**config.mk**
```make
export PLATFORM = sky130hd
export DESIGN_NAME = sobolflex_sched
export DESIGN_NICKNAME = d
export VERILOG_FILES = /design/src/rtl/sobolflex_sched.sv
export SDC_FILE = /design/constraint.sdc
export NUM_CORES = 1
export LEC_CHECK = 0
export CAP_MARGIN = 0
export CORE_MARGIN = 4
export CORE_UTILIZATION = 54
export CTS_CLUSTER_DIAMETER = 200
export CTS_CLUSTER_SIZE = 25
export DETAILED_ROUTE_END_ITERATION = 6
export MAX_ROUTING_LAYER = met4
export PLACE_DENSITY = 0.81
export SKIP_LAST_GASP = 1
export SLEW_MARGIN = 40
export SYNTH_ARGS = -nofsm -noshare
export SYNTH_HDL_FRONTEND = slang
export SYNTH_SLANG_ARGS = --single-unit
```
**constraint.sdc**
```tcl
create_clock -name iClk -period 4.03 [get_ports iClk]
set_input_delay 0.806 -clock iClk [delete_from_list [all_inputs] [get_ports iClk]]
set_output_delay 0.806 -clock iClk [all_outputs]
set_load 0.1 [all_outputs]
```
**src/rtl/sobolflex_sched.sv**
```systemverilog
// Round-robin scheduler time-sharing one sobolflex core between two Sobol streams.
// Each grant advances exactly one stream by one point; idle cycles freeze the core.
module sobolflex_sched #(
    parameter int BITWIDTH = 8
) (
    input  logic                iClk,
    input  logic                iRstN,
    input  logic                iClr,
    input  logic [1:0]          iReq,
    output logic [1:0]          oGnt,
    output logic                oSel,
    output logic [BITWIDTH-1:0] oOneHot,
    output logic                oClr,
    output logic [BITWIDTH-1:0] oCnt,
    output logic [1:0]          oDone
);

    // state  | meaning
    // cnt0/1 | point index n of each stream
    // done   | stream has emitted all 2^BITWIDTH points
    // last   | last granted stream; the other one wins a tie
    // selReg | core select held while idle so oRand stays on that stream
    logic [BITWIDTH-1:0] cnt0;
    logic [BITWIDTH-1:0] cnt1;
    logic [1:0]          done;
    logic                last;
    logic                selReg;

    logic [1:0]          elig;
    logic [1:0]          gnt;
    logic                gntIdx;
    logic [BITWIDTH-1:0] cntG;
    logic [BITWIDTH-1:0] cntInc;

    assign elig = iReq & ~done & {2{~iClr}};

    always_comb begin
        gnt = 2'b00;
        unique case (elig)
            2'b01:   gnt = 2'b01;
            2'b10:   gnt = 2'b10;
            2'b11:   gnt = last ? 2'b01 : 2'b10;
            default: gnt = 2'b00;
        endcase
    end

    assign gntIdx = gnt[1];
    assign cntG   = gntIdx ? cnt1 : cnt0;
    assign cntInc = cntG + BITWIDTH'(1);

    // All-ones count naturally yields a zero vector: last point shown without a core update.
    assign oGnt    = gnt;
    assign oSel    = (|gnt) ? gntIdx : selReg;
    assign oOneHot = (|gnt) ? (~cntG & cntInc) : '0;
    assign oCnt    = oSel ? cnt1 : cnt0;
    assign oClr    = iClr;
    assign oDone   = done;

    always_ff @(posedge iClk or negedge iRstN) begin
        if (!iRstN) begin
            cnt0   <= '0;
            cnt1   <= '0;
            done   <= 2'b00;
            last   <= 1'b1;
            selReg <= 1'b0;
        end else if (iClr) begin
            cnt0 <= '0;
            cnt1 <= '0;
            done <= 2'b00;
            last <= 1'b1;
        end else if (|gnt) begin
            if (gntIdx) begin
                cnt1 <= cntInc;
                if (&cnt1) done[1] <= 1'b1;
            end else begin
                cnt0 <= cntInc;
                if (&cnt0) done[0] <= 1'b1;
            end
            last   <= gntIdx;
            selReg <= gntIdx;
        end
    end

endmodule

```
==> impl_metrics.json <==
{
  "start_util": 0.5749,
  "dp.cells": 181,
  "antennaDiodeCount": 0,
  "clock_tree.buffer_depth": 2,
  "clkSinkCount": 20,
  "slowest_delay_ns": 0.46,
  "vdd_drop_max_mv": 0.1941,
  "ant_nets": 0,
  "die_width_um": 57.00,
  "pin_count": 27,
  "final_cell_mix": "dfrtp_1 (19), buf_12 (19), o21ai_0 (15)",
  "min_period_ns": 3.924,
  "wl_um": 3277,
  "setup_viol": 0,
  "max_freq_mhz": 254.9,
  "die_area_mm2": 0.003248,
  "finalNonFillerCells": 185,
  "first_iter_violations": 27,
  "multi_input_area_um2": 739.5,
  "synth_cells": 129,
  "grt_usage": 0.2319,
  "cp_max_fo": 5,
  "grt_first_pass_wirelength_um": 5616,
  "grt_max_degree": 24,
  "power_uw": 493.0,
  "drive_gt1_frac": 0.3185,
  "leakagePower_nw": 0.8120,
  "fin_util": 0.7991,
  "antenna_found_initial": 0,
  "cp-end-kind": "output pin",
  "grt_overflow_total": 0,
  "grt_pass1_vias": 1205,
  "dieHeight_um": 57.00,
  "syn_area_mm2": 0.001296,
  "setup_slack_ns": 0.1064,
  "place_ws_ns": 0.02399,
  "post_drt_via_cell_ratio": 6.043,
  "ys_seq_area_frac": 0.3871,
  "rsz0062_at_grt": "false",
  "slew_headroom": 0.5855,
  "max-cap-violations": 0,
  "placed_area_mm2": 0.001762,
  "worst_path_max_delay_cell": "clkdlybuf4s50_1",
  "cp_common_cell": "ha_1",
  "fin_skew_ns": 0.005761,
  "cts_root_buf": "clkbuf_4",
  "io_buffers": 26,
  "syn2layout_area_growth_pct": 39.00,
  "seqPwrFrac": 0.436,
  "clock_power_share": 0.250,
  "hp-class": "in -> async",
  "clkTransAtPathRegs_ns": 0.12,
  "pwr_density_cell_mw_per_mm2": 273.6,
  "synth.distinct_cells": 28,
  "required_ns": 3.22,
  "yosysTopAreaCell": "dfrtp_1",
  "arrival_ns": 3.12,
  "post_drt_wl_per_cell_um": 17.71,
  "htree_levels": 1,
  "p_comb_frac": 0.314,
  "dp_hpwl_um": 2418,
  "fin_area_mm2": 0.001802,
  "cts_tree": "yes",
  "tightest_slew_ns": 0.6217,
  "cp_cell_sequence": "clkdlybuf4s50_1 > nor2b_1 > a211o_1 > inv_2 > mux2_4 > ha_1 > nor4b_2 > ha_1 > and2_2 > buf_12",
  "coreArea_mm2": 0.002255,
  "p_sw_uw": 175.9,
  "ys_ff_latch": 20,
  "seqCellArea_um2": 501.7,
  "rows": 17,
  "drc": 0,
  "critical_path.startpoint_type": "primary input",
  "clk_latency_ns": 0.31,
  "critPathKind": "in -> out",
  "gp_congestion": 0.8716,
  "switching_share": 0.3568,
  "cts_buffers": 3,
  "synth_area_leaders": "dfrtp_1 (37%), mux2_2 (8.7%), ha_1 (7.7%)",
  "syn_nets": 142,
  "route.vias.total": 1118,
  "drt-pass1-iter-count": 4,
  "synth.avg_cell_area_um2": 10.05,
  "p_int_uw": 317.1,
  "holdWs_ns": 0.4170,
  "final.setup.tns_ns": 0,
  "nets": 171,
  "synth_top_area_frac": 0.3668,
  "min_period_over_period": 0.9736,
  "finalHoldViolations": 0,
  "fillCellCount": 151,
  "status": "finished clean",
  "maxSlewViolCount": 0,
  "yosysWarnings": 0
}
## power groups by stage
stage	clock network [mW]	registers, mW	logic (mW)
global route	0.139	0.216	0.161
floorplan	0	0.216	0.0994
global placement	0	0.218	0.150
detailed placement	0	0.219	0.154
finish	0.123	0.215	0.155
CTS	0.127	0.215	0.154
## final cells by class
class	count	area share
clock buffers	4	0.02014
inverters	5	0.01042
multi-input cells	97	0.4104
flip-flops and latches	20	0.2785
well taps	28	0.01944
repair buffers	31	0.2611
## worst max-delay path, delay by kind of cell
family | cells | cell delay [ns]
AND/OR/NAND/NOR | 3 | 0.52
multiplexers | 1 | 0.34
adder cells (fa/ha/maj) | 2 | 0.40
buffers and inverters | 3 | 0.73
AO/OA/AOI/OAI | 1 | 0.32
## timing repair
action / CTS / global route
buffers inserted: 0 / 0
endpoints found under the hold margin: 0 / 0
hold buffers: 0 / 0
gates resized for setup: 0 / 2
endpoints found under the setup margin: 0 / 2
## per-layer routing
layer | track usage | vias to the layer above | share of wire
met5 | - | - | 0
met4 | 0.1358 | 0 | 0.024
met3 | 0.04072 | 9 | 0.060
met2 | 0.3752 | 45 | 0.50
met1 | 0.2686 | 555 | 0.41
li1 | - | 509 | -
## cell usage after synthesis
master and instances:
mux2_2 10, nor2_1 6, o21ai_0 15, dfstp_2 1, and3_1 2, nand2_1 5, a21boi_0 1, nand3b_1 13
buf_4 2, nand2b_1 3, nor4b_2 1, mux2i_1 7, dfrtp_1 19, nor3b_1 2, a31oi_1 2, ha_1 8
inv_1 5, o21ai_2 2, nor2b_1 3, nand3_1 4, a21oi_1 2, a211o_1 1, xnor2_1 1, buf_6 1
and2_1 7, mux2_4 1, clkbuf_1 4, nand2b_4 1
## registers in the layout (all words and copies together), names as in the netlist
signal and flops:
oDone 2, last 1, cnt0 8, cnt1 8, selReg 1
## path summary, 6_finish.rpt
path | from | cells past startpoint | to | slack, ns
setup / recovery | iReq[0] | 10 | oOneHot[6] | 0.11
hold / removal | iRstN | 1 | cnt1[2] | 0.42
setup reg to reg | oDone[1] | 8 | cnt0[6] | 1.76
hold reg to reg | oDone[1] | 2 | oDone[1] | 0.56
max in group asynchronous | iRstN | 1 | last | 3.26
min in group iClk | oDone[1] | 2 | oDone[1] | 0.56
## kinds of logic after synthesis
group / Yosys count / share of synthesized area
buffers and inverters: 12 / 0.04633
and+or+nand+nor: 47 / 0.2288
xor gates and xnor gates: 1 / 0.006758
AOI/OAI and AO/OA: 23 / 0.1014
muxes: 18 / 0.1525
DFF: 20 / 0.3871
adders and majority gates: 8 / 0.07722
No activity file was read; power rests on OpenSTA's default activity.
